`src/rtl/mem_stage_access.sv`:
```
// MIPS memory stage: turns EX/MEM load/store controls into a req/ready memory
// transaction, stalls upstream while busy, and loads the MEM/WB fields.
// Optional alignment check enabled by defining MEM_ALIGN_CHECK_EN.
module mem_stage_access #(
  parameter int unsigned TIMEOUT_CYCLES = 64
) (
  input  logic        clk,
  input  logic        rst,
  input  logic [31:0] ALUOutM,
  input  logic [31:0] WriteDataM,
  input  logic [4:0]  WriteRegM,
  input  logic        RegWriteM,
  input  logic        MemtoRegM,
  input  logic        MemWriteM,
  output logic        mem_req,
  output logic        mem_we,
  output logic [31:0] mem_addr,
  output logic [31:0] mem_wdata,
  input  logic [31:0] mem_rdata,
  input  logic        mem_ready,
  output logic        StallM,
  output logic [31:0] ReadDataW,
  output logic [31:0] ALUOutW,
  output logic [4:0]  WriteRegW,
  output logic        RegWriteW,
  output logic        MemtoRegW,
  output logic        BusErrW,
  output logic        AlignErrW
);

  typedef enum logic [0:0] {IDLE, BUSY} state_t;

  localparam logic [7:0] TIMEOUT_LAST = 8'(TIMEOUT_CYCLES - 1);

  state_t     state;
  logic [7:0] waitCnt;
  logic       access;
  logic       misaligned;

  assign access = MemtoRegM | MemWriteM;

`ifdef MEM_ALIGN_CHECK_EN
  assign misaligned = |ALUOutM[1:0];
`else
  assign misaligned = 1'b0;
`endif

  // The ready cycle and the timeout cycle both release the stall so the
  // instruction leaves M on the same edge the access finishes.
  always_comb begin
    StallM = 1'b0;
    if (!rst) begin
      case (state)
        IDLE: StallM = access & ~misaligned;
        BUSY: StallM = ~mem_ready & (waitCnt != TIMEOUT_LAST);
        default: StallM = 1'b0;
      endcase
    end
  end

  always_ff @(posedge clk or posedge rst) begin
    if (rst) begin
      state     <= IDLE;
      waitCnt   <= '0;
      mem_req   <= 1'b0;
      mem_we    <= 1'b0;
      mem_addr  <= '0;
      mem_wdata <= '0;
      ReadDataW <= '0;
      ALUOutW   <= '0;
      WriteRegW <= '0;
      RegWriteW <= 1'b0;
      MemtoRegW <= 1'b0;
      BusErrW   <= 1'b0;
      AlignErrW <= 1'b0;
    end else begin
      BusErrW   <= 1'b0;
      AlignErrW <= 1'b0;
      case (state)
        IDLE: begin
          if (access && misaligned) begin
            RegWriteW <= 1'b0;
            MemtoRegW <= 1'b0;
            AlignErrW <= 1'b1;
          end else if (access) begin
            mem_addr  <= ALUOutM;
            mem_wdata <= WriteDataM;
            mem_we    <= MemWriteM;
            mem_req   <= 1'b1;
            waitCnt   <= '0;
            state     <= BUSY;
            RegWriteW <= 1'b0;
            MemtoRegW <= 1'b0;
          end else begin
            ALUOutW   <= ALUOutM;
            WriteRegW <= WriteRegM;
            RegWriteW <= RegWriteM;
            MemtoRegW <= MemtoRegM;
          end
        end
        BUSY: begin
          if (mem_ready) begin
            if (!mem_we) ReadDataW <= mem_rdata;
            ALUOutW   <= ALUOutM;
            WriteRegW <= WriteRegM;
            RegWriteW <= RegWriteM;
            MemtoRegW <= MemtoRegM;
            mem_req   <= 1'b0;
            state     <= IDLE;
          end else if (waitCnt == TIMEOUT_LAST) begin
            RegWriteW <= 1'b0;
            MemtoRegW <= 1'b0;
            BusErrW   <= 1'b1;
            mem_req   <= 1'b0;
            state     <= IDLE;
          end else begin
            waitCnt   <= waitCnt + 8'd1;
            RegWriteW <= 1'b0;
            MemtoRegW <= 1'b0;
          end
        end
        default: state <= IDLE;
      endcase
    end
  end

endmodule

```
`config.mk`:
```
export PLATFORM = sky130hd
export DESIGN_NAME = mem_stage_access
export DESIGN_NICKNAME = d
export VERILOG_FILES = /design/src/rtl/mem_stage_access.sv
export SDC_FILE = /design/constraint.sdc
export NUM_CORES = 1
export LEC_CHECK = 0
export ABC_AREA = 1
export ABC_CLOCK_PERIOD_IN_PS = 7860
export CAP_MARGIN = 20
export CORE_MARGIN = 3
export CORE_UTILIZATION = 46
export DETAILED_ROUTE_END_ITERATION = 10
export GPL_TIMING_DRIVEN = 0
export PLACE_DENSITY = 0.95
export SYNTH_ARGS = -nofsm -noshare
export SYNTH_HDL_FRONTEND = slang
export SYNTH_SLANG_ARGS = --single-unit
export TNS_END_PERCENT = 10
```
`constraint.sdc`:
```
create_clock -name clk -period 7.86 [get_ports clk]
set_input_delay 1.179 -clock clk [delete_from_list [all_inputs] [get_ports clk]]
set_output_delay 1.179 -clock clk [all_outputs]
set_load 0.005 [all_outputs]
```
==> results.toml, run 1 <==
[cells_and_area]
drive_gt1_share_pct = 12.2
syn2layout_area_growth_pct = 57.5
layout_common_cells = "sky130_fd_sc_hd__clkdlybuf4s50_1, sky130_fd_sc_hd__nand2_1, sky130_fd_sc_hd__dfrtp_1, sky130_fd_sc_hd__o21ai_0, sky130_fd_sc_hd__inv_1"
layout.cells.most_common = "sky130_fd_sc_hd__clkdlybuf4s50_1"
stdcell_count = 1007
nNetsFinal = 934
antenna-diode-count = 0

[power_and_ir_drop]
maximum_vdd_drop_v = 0.000147
netSwitchingPower_w = 0.000898
comb_power_share_pct = 35.5
seqPwrFrac_pct = 38.6
p_int_w = 0.00218
power.density_mw_per_mm2 = 342
power.share.switching_pct = 29.2
leakagePower_nw = 4.21
clockPowerShare_pct = 26.0

[die]
die_area_sq_mm = 0.0138
initial_utilization_pct = 47.4
dieWidth_microns = 118
num_rows = 40
placeableCoreArea_sq_mm = 0.0121
fp.dieH_microns = 118
floorplan.io_pins = 247

[critical_path]
cp_num_buf_inv = 4
worst_ep_required_time_ns = 6.68
slowest_stage_delay_cp_ns = 0.54
cp_class = "in -> out"
timing.critical_path.arrival_ns = 2.89
startpoint_type = "primary input"
slowest_stage = "sky130_fd_sc_hd__clkdlybuf4s50_1"
path_delay_family = "buffers and inverters"
r2r_setup_slack_ns = 6.22
reg2reg_depth = 8
critical_path.endpoint_type = "output pin"
crit-reg2reg-launch = "waitCnt[1]"
crit-reg2reg-capture = "waitCnt[7]"
timing.critical_path.cells = "clkdlybuf4s50_1, o21ai_4, buf_4, buf_4, a21oi_1, clkdlybuf4s50_1"
path_depth = 6
critPathMaxFanout = 10

[place]
dpl.hpwl_mm = 11.5
last_weighted_congestion_value_of_the_routability_driven_placer = 0.783
placed_cells = 975
port_buffers = 245

[worst_hold_path]
min_path_cells = 2
endpoint_worst_hold = "WriteRegW[4]"
timing.hold.worst.class = "reg -> reg"
timing.hold.worst.start = "WriteRegW[4]"

[clocking]
clockBufferDepth = 2
cts.root.buffer_cell = "sky130_fd_sc_hd__clkbuf_16"
worstSkewPairLatency_ns = 0.41
clock_tree_from_tritoncts = "done"
postCtsResizedCells = 0
h_tree_lvls = 4
cts_inserted_buffers = 17
clk_transition_reported_paths_ns = 0.06
numClockSinks = 147
cts_hold_buffers = 0
cts_post_setup_buffers_inserted = 0

[drt]
initialDrtViolationCount = 373
drcViolationCount = 0
firstDrtPassIters = 4
detailroute.via_count = 4758
routedWlPerCell_microns = 15.5
route.final.wire_length_mm = 15.6
post_drt_via_cell_ratio = 4.72
antenna_viol_nets_final = 0

[timing]
report.final.slew_viol_count = 0
fin_crit_sh_pct = 51.8
setup-tns-final_ns = 0
hold_violations = 0
rsz0062_at_grt = "false"
fin_worst_skew_ns = 0.00953
hold_slack_ns = 0.473
clock.fmax_mhz = 246
finalSetupViolations = 0
fin_crit_ns = 4.07

[global_route]
track_usage_pct = 22.8
grt_start_max_net_pins = 100
grt_first_pass_wirelength_mm = 25.1
global_route.overflow_total = 0
antenna_found_initial = 0
vias_in_the_first_global_route = 4932

[synth]
synth_area_sq_mm = 0.00572
yosysWarnings = 0
ys_seq_area_share_pct = 64.3
synthCells = 561
postSynthRegisterBits = 147
postSynthAreaPerCell_sq_um = 10.2
synthDistinctLibCells = 22
synth_fp_nets = 669

[run]
drv_cap = 0

[outcome]
outcome = "complete, no violations"
-- Yosys cell counts, drive strengths merged --
cell / number / share of area, %
a21oi: 3 / 0.33
buf: 26 / 2.8
conb: 1 / 0.066
dfrtp: 147 / 64
ha: 1 / 0.22
inv: 43 / 2.8
mux2: 32 / 6.3
nand2: 204 / 14
nand3: 18 / 1.6
nor2: 14 / 1.1
nor3b: 2 / 0.26
o21ai: 68 / 6.2
o21bai: 2 / 0.26
-- cells by family after synthesis --
kind of cell / synth area share (%)
DFF: 64.3
and+or+nand+nor: 16.6
adders and majority gates: 0.219
AOI/OAI and AO/OA: 6.80
other: 0.0656
muxes: 6.30
buffers and inverters: 5.67
-- power by group through the flow --
stage	Combinational, W	Sequential, W	Clock (W)
CTS	0.00111	0.00119	0.000813
detailed placement	0.00110	0.00119	0
floorplan	0.000351	0.00121	0
finish	0.00109	0.00119	0.000799
global placement	0.00107	0.00118	0
global route	0.00118	0.00122	0.000844
-- cell type report --
class / instances / area (sq um)
clock buffers: 18 / 439
fillers: 795 / 3060
clock inverters: 14 / 153
multi-input cells: 345 / 1720
repair buffers: 246 / 2480
plain buffers: 26 / 163
flip-flops and latches: 147 / 3680
well taps: 168 / 210
inverters: 43 / 166
-- flip-flops by register name (all words and copies together) (netlist names) --
name,flops
ALUOutW,32
ReadDataW,32
mem_addr,32
mem_wdata,32
waitCnt,8
WriteRegW,5
BusErrW,1
MemtoRegW,1
RegWriteW,1
mem_req,1
mem_we,1
state,1
-- metal layers --
layer | global-route usage [%] | vias up | share of wire (%)
met5 | 0 | - | 0
li1 | - | 2306 | -
met4 | 7.03 | 0 | 1.6
met2 | 40.5 | 168 | 52
met1 | 26.9 | 2267 | 41
met3 | 6.68 | 17 | 6.0
-- worst min-delay path, cell delays in order, from the launching register on --
cell,delay [ns]
sky130_fd_sc_hd__dfrtp_1,0.34
sky130_fd_sc_hd__nand2_1,0.05
sky130_fd_sc_hd__nand2_1,0.05
-- per-stage QoR --
stage / instance area (sq um) / worst slack, ns / power, W / util (%)
after floorplan: 5720 / 2.73 / 0.00156 / -
after global placement: 8380 / 0.772 / 0.00225 / 69.5
after detailed placement: 8410 / 3.77 / 0.00230 / 69.8
after CTS: 9010 / 3.77 / 0.00311 / 74.7
after global routing: 9010 / 3.73 / 0.00325 / 74.7
final: 9010 / 3.79 / 0.00308 / 74.7
-- worst max path at each step --
stage                     startpoint           end  slack (ns)
after global placement           rst  mem_addr[18]        0.77
after global routing       MemtoRegM        StallM        3.73
final                      MemWriteM        StallM        3.79
after CTS                  MemWriteM        StallM        3.77
after detailed placement   MemWriteM        StallM        3.77
after floorplan                  rst    ALUOutW[0]        2.73
Power figures use the tool's default switching activity.
==> run 2: changes to the inputs <==
--- a/config.mk
+++ b/config.mk
@@ -6,13 +6,13 @@
 export NUM_CORES = 1
 export LEC_CHECK = 0
 export ABC_AREA = 1
-export ABC_CLOCK_PERIOD_IN_PS = 7860
+export ABC_CLOCK_PERIOD_IN_PS = 3800
 export CAP_MARGIN = 20
 export CORE_MARGIN = 3
-export CORE_UTILIZATION = 46
+export CORE_UTILIZATION = 42
 export DETAILED_ROUTE_END_ITERATION = 10
 export GPL_TIMING_DRIVEN = 0
-export PLACE_DENSITY = 0.95
+export PLACE_DENSITY = 0.91
 export SYNTH_ARGS = -nofsm -noshare
 export SYNTH_HDL_FRONTEND = slang
 export SYNTH_SLANG_ARGS = --single-unit
==> constraint.sdc (replaced) <==
create_clock -name clk -period 3.8 [get_ports clk]
set_input_delay 0.57 -clock clk [delete_from_list [all_inputs] [get_ports clk]]
set_output_delay 0.57 -clock clk [all_outputs]
set_load 0.005 [all_outputs]
==> results.toml, run 2 (synthesis gave the netlist of run 1 again) <==
[die]
floorplan.io_pins = 247
initial_utilization_pct = 43.0
num_rows = 42
fp.dieH_microns = 123
dieWidth_microns = 123
placeableCoreArea_sq_mm = 0.0133
die_area_sq_mm = 0.0151

[cells_and_area]
stdcell_area_sq_mm = 0.00911
final_core_util_pct = 68.5
antenna-diode-count = 0
num-fill-cells = 1024
layout.cells.most_common = "sky130_fd_sc_hd__clkdlybuf4s50_1"
syn2layout_area_growth_pct = 59.4
multi_input_comb_area_sq_mm = 0.00172
layout.area.seq_sq_mm = 0.00368
layout_common_cells = "sky130_fd_sc_hd__clkdlybuf4s50_1, sky130_fd_sc_hd__nand2_1, sky130_fd_sc_hd__dfrtp_1, sky130_fd_sc_hd__o21ai_0, sky130_fd_sc_hd__inv_1"
drive_gt1_share_pct = 12.2
nNetsFinal = 937
stdcell_count = 1018

[outcome]
outcome = "complete, no violations"

[critical_path]
path_delay_family = "buffers and inverters"
critPathLaunch = "MemWriteM"
slowest_stage_delay_cp_ns = 0.54
r2r_setup_slack_ns = 2.17
startpoint_type = "primary input"
crit-reg2reg-launch = "waitCnt[1]"
critPathMaxFanout = 10
worst_ep_required_time_ns = 3.23
critical_path.endpoint_type = "output pin"
timing.critical_path.arrival_ns = 2.31
cp_class = "in -> out"
slowest_stage = "sky130_fd_sc_hd__clkdlybuf4s50_1"
timing.critical_path.cells = "clkdlybuf4s50_1, o21ai_4, buf_4, buf_4, a21oi_1, clkdlybuf4s50_1"
cp_num_buf_inv = 4

[clocking]
numClockSinks = 147
postCtsResizedCells = 0
h_tree_lvls = 4
clockBufferDepth = 2
clk_transition_reported_paths_ns = 0.05
cts_inserted_buffers = 17
clock_tree_from_tritoncts = "done"
worstSkewPairLatency_ns = 0.41
cts_post_setup_buffers_inserted = 0
cts.root.buffer_cell = "sky130_fd_sc_hd__clkbuf_16"
cts_hold_buffers = 0

[global_route]
grt_first_pass_wirelength_mm = 25.0
track_usage_pct = 21.7
vias_in_the_first_global_route = 4778
antenna_found_initial = 0
met1_layer_usage_reported_by_global_route_pct = 26.6
global_route.overflow_total = 0
global_route.peak_usage_layer = "met2"
grt_start_max_net_pins = 43
use_met2_pct = 36.5
use_met3_pct = 5.21

[drt]
initialDrtViolationCount = 263
firstDrtPassIters = 4
route.final.wire_length_mm = 16.4
drcViolationCount = 0
detailroute.via_count = 4822
post_drt_via_cell_ratio = 4.74
routedWlPerCell_microns = 16.1
antenna_viol_nets_final = 0

[place]
dpl.hpwl_mm = 12.2
last_weighted_congestion_value_of_the_routability_driven_placer = 0.846
area_after_detailed_placement_sq_mm = 0.00848
port_buffers = 245
placed_cells = 986

[timing]
fin_crit_sh_pct = 75.8
report.final.slew_viol_count = 0
setup-tns-final_ns = 0
fin_crit_ns = 2.88
fin_worst_skew_ns = 0.00707
hold_violations = 0
rsz0062_at_grt = "false"
finalSetupViolations = 0
clock.fmax_mhz = 347

[power_and_ir_drop]
power.density_mw_per_mm2 = 716
power.total_w = 0.00652
leakagePower_nw = 4.24
maximum_vdd_drop_v = 0.000352

[worst_hold_path]
timing.hold.worst.start = "WriteRegW[4]"
timing.hold.worst.class = "reg -> reg"

[run]
drv_cap = 0
[run 2: metrics by stage]
step	worst slack (ns)	hold WS, ns
5_1_grt	0.819	0.490
3_3_place_gp	0.0490	0.455
3_5_place_dp	0.894	0.462
4_1_cts	0.885	0.475
2_1_floorplan	1.38	0.464
6_report	0.919	0.470
[run 2: power by group]
part / internal, W / switching (W) / total, W
combinational: 0.00139 / 0.000879 / 0.00227
sequential: 0.00214 / 0.000332 / 0.00247
clock: 0.00117 / 0.000618 / 0.00178
[run 2: final timing paths]
check / to / cells after the start
setup / recovery: StallM / 6
hold / removal: WriteRegW[4] / 2
setup reg to reg: waitCnt[1] / 8
hold reg to reg: WriteRegW[4] / 2
max in group asynchronous: mem_wdata[28] / 4
min in group asynchronous: mem_addr[31] / 2
[run 2: cell type report]
type                            count  area share [%]
Sequential cell                   147            40.4
Timing Repair Buffer              249            27.8
Multi-Input combinational cell    345            18.8
Clock buffer                       23            5.35
Tap cell                          176            2.42
Inverter                           43            1.81
Buffer                             26            1.78
Clock inverter                      9            1.65
[run 2: worst register-to-register path, stage by stage, from the launching register on]
cell,delay [ns]
sky130_fd_sc_hd__dfrtp_1,0.38
sky130_fd_sc_hd__ha_1,0.21
sky130_fd_sc_hd__nand2_2,0.08
sky130_fd_sc_hd__nor2_1,0.16
sky130_fd_sc_hd__nand3_1,0.19
sky130_fd_sc_hd__nand2_2,0.23
sky130_fd_sc_hd__nand2_4,0.13
sky130_fd_sc_hd__nand3_1,0.10
sky130_fd_sc_hd__nand2_1,0.05
[run 2: routing by layer]
layer / wire (microns) / part of all wire (%)
met5: 0 / 0
met4: 443 / 2.7
met3: 837 / 5.1
met2: 8560 / 52
met1: 6580 / 40
==> run 3: changes to the inputs <==
--- a/config.mk
+++ b/config.mk
@@ -6,7 +6,7 @@
 export NUM_CORES = 1
 export LEC_CHECK = 0
 export ABC_AREA = 1
-export ABC_CLOCK_PERIOD_IN_PS = 3800
+export ABC_CLOCK_PERIOD_IN_PS = 2800
 export CAP_MARGIN = 20
 export CORE_MARGIN = 3
 export CORE_UTILIZATION = 42
==> constraint.sdc (replaced) <==
create_clock -name clk -period 2.8 [get_ports clk]
set_input_delay 0.42 -clock clk [delete_from_list [all_inputs] [get_ports clk]]
set_output_delay 0.42 -clock clk [all_outputs]
set_load 0.005 [all_outputs]
==> results.toml, run 3 (synthesis gave the netlist of run 1 again) <==
[timing]
setup-tns-final_ns = 0
report.final.slew_viol_count = 0
hold_violations = 0
rsz0062_at_grt = "false"
fin_worst_skew_ns = 0.00581
clock.fmax_mhz = 376
finalSetupViolations = 0
fin_crit_sh_pct = 94.9
fin_crit_ns = 2.66
timing.final.ws_setup_ns = 0.143

[critical_path]
critical_path.endpoint_type = "output pin"
startpoint_type = "register"
worst_ep_required_time_ns = 2.38
timing.critical_path.arrival_ns = 2.24
cp_class = "reg -> out"
critPathMaxFanout = 9
r2r_setup_slack_ns = 1.17

[place]
placed_cells = 986
port_buffers = 245
dpl.hpwl_mm = 12.2
pre_cts_ws_ns = 0.194
last_weighted_congestion_value_of_the_routability_driven_placer = 0.846
area_after_detailed_placement_sq_mm = 0.00848

[die]
floorplan.io_pins = 247
fp.dieH_microns = 123
placeableCoreArea_sq_mm = 0.0133
die_area_sq_mm = 0.0151
num_rows = 42
initial_utilization_pct = 43.0
dieWidth_microns = 123

[cells_and_area]
syn2layout_area_growth_pct = 59.4
antenna-diode-count = 0
drive_gt1_share_pct = 12.2
num-fill-cells = 1023
nNetsFinal = 937
multi_input_comb_area_sq_mm = 0.00172
layout_common_cells = "sky130_fd_sc_hd__clkdlybuf4s50_1, sky130_fd_sc_hd__nand2_1, sky130_fd_sc_hd__dfrtp_1, sky130_fd_sc_hd__o21ai_0, sky130_fd_sc_hd__inv_1"
layout.cells.most_common = "sky130_fd_sc_hd__clkdlybuf4s50_1"
layout.area.seq_sq_mm = 0.00368
stdcell_count = 1018
stdcell_area_sq_mm = 0.00912

[clocking]
cts_hold_buffers = 0
clockBufferDepth = 2
clock_tree_from_tritoncts = "done"
numClockSinks = 147
h_tree_lvls = 4
worstSkewPairLatency_ns = 0.41
cts_post_setup_buffers_inserted = 0
cts.root.buffer_cell = "sky130_fd_sc_hd__clkbuf_16"
cts_inserted_buffers = 17
clk_transition_reported_paths_ns = 0.06

[worst_hold_path]
timing.hold.worst.class = "in -> async"

[global_route]
vias_in_the_first_global_route = 4778
grt_first_pass_wirelength_mm = 25.0
antenna_found_initial = 0
track_usage_pct = 21.7
grt_start_max_net_pins = 43
global_route.overflow_total = 0

[drt]
initialDrtViolationCount = 267
post_drt_via_cell_ratio = 4.76
routedWlPerCell_microns = 16.1
antenna_viol_nets_final = 0
firstDrtPassIters = 4
drcViolationCount = 0
detailroute.via_count = 4841
route.final.wire_length_mm = 16.4

[power_and_ir_drop]
power.density_mw_per_mm2 = 971
leakagePower_nw = 4.24
maximum_vdd_drop_v = 0.000473

[outcome]
outcome = "complete, no violations"

[run]
drv_cap = 0
==> run 3: path summary, 6_finish.rpt <==
check / depth (start not counted) / start / endpoint
setup / recovery: 7 / waitCnt[0] / StallM
hold / removal: 2 / rst / ReadDataW[26]
setup reg to reg: 8 / waitCnt[0] / waitCnt[1]
hold reg to reg: 2 / WriteRegW[4] / WriteRegW[4]
max in group asynchronous: 4 / rst / ReadDataW[14]
min in group clk: 2 / WriteRegW[4] / WriteRegW[4]
==> run 3: cell type report <==
class,instances,share of cell area [%]
inverter,43,1.84
tap,176,2.42
clock buffer,23,5.35
multi-input combinational,345,18.8
clock inverter,9,1.65
buffer,26,1.78
sequential,147,40.4
timing repair buffer,249,27.8
==> run 3: repair_timing <==
item | CTS | global route
endpoints found under the setup margin | 0 | 1
gates resized for setup | 0 | 1
hold endpoints to repair | 0 | 0
==> run 3: report_power, final <==
group / total (W) / switching, W / internal [W]
combinational: 0.00308 / 0.00119 / 0.00189
clock: 0.00242 / 0.000835 / 0.00158
sequential: 0.00335 / 0.000451 / 0.00290
total: 0.00885 / 0.00248 / 0.00637
==> run 3: metal layers <==
| metal | GRT usage [%] | wire (microns) |
|---|---|---|
| met1 | 26.6 | 6510 |
| met2 | 36.5 | 8560 |
| met3 | 5.21 | 838 |
| met4 | 9.80 | 472 |
| met5 | 0 | 0 |
==> run 3: stage by stage <==
stage          hold WS, ns  total power, W  utilization (%)
6_report             0.451         0.00885             68.6
5_1_grt              0.488         0.00933             68.6
4_1_cts              0.450         0.00894             68.5
3_5_place_dp         0.462         0.00647             63.7
3_3_place_gp         0.455         0.00634             63.1
2_1_floorplan        0.464         0.00437                -
==> run 3: critical path, stage by stage, from the launching register on <==
cell and delay (ns):
sky130_fd_sc_hd__dfrtp_1 0.40, sky130_fd_sc_hd__ha_1 0.24, sky130_fd_sc_hd__nand2_2 0.09, sky130_fd_sc_hd__nor2_1 0.06, sky130_fd_sc_hd__nand3_1 0.15, sky130_fd_sc_hd__nand2_2 0.18, sky130_fd_sc_hd__a21oi_1 0.17, sky130_fd_sc_hd__clkdlybuf4s50_1 0.54
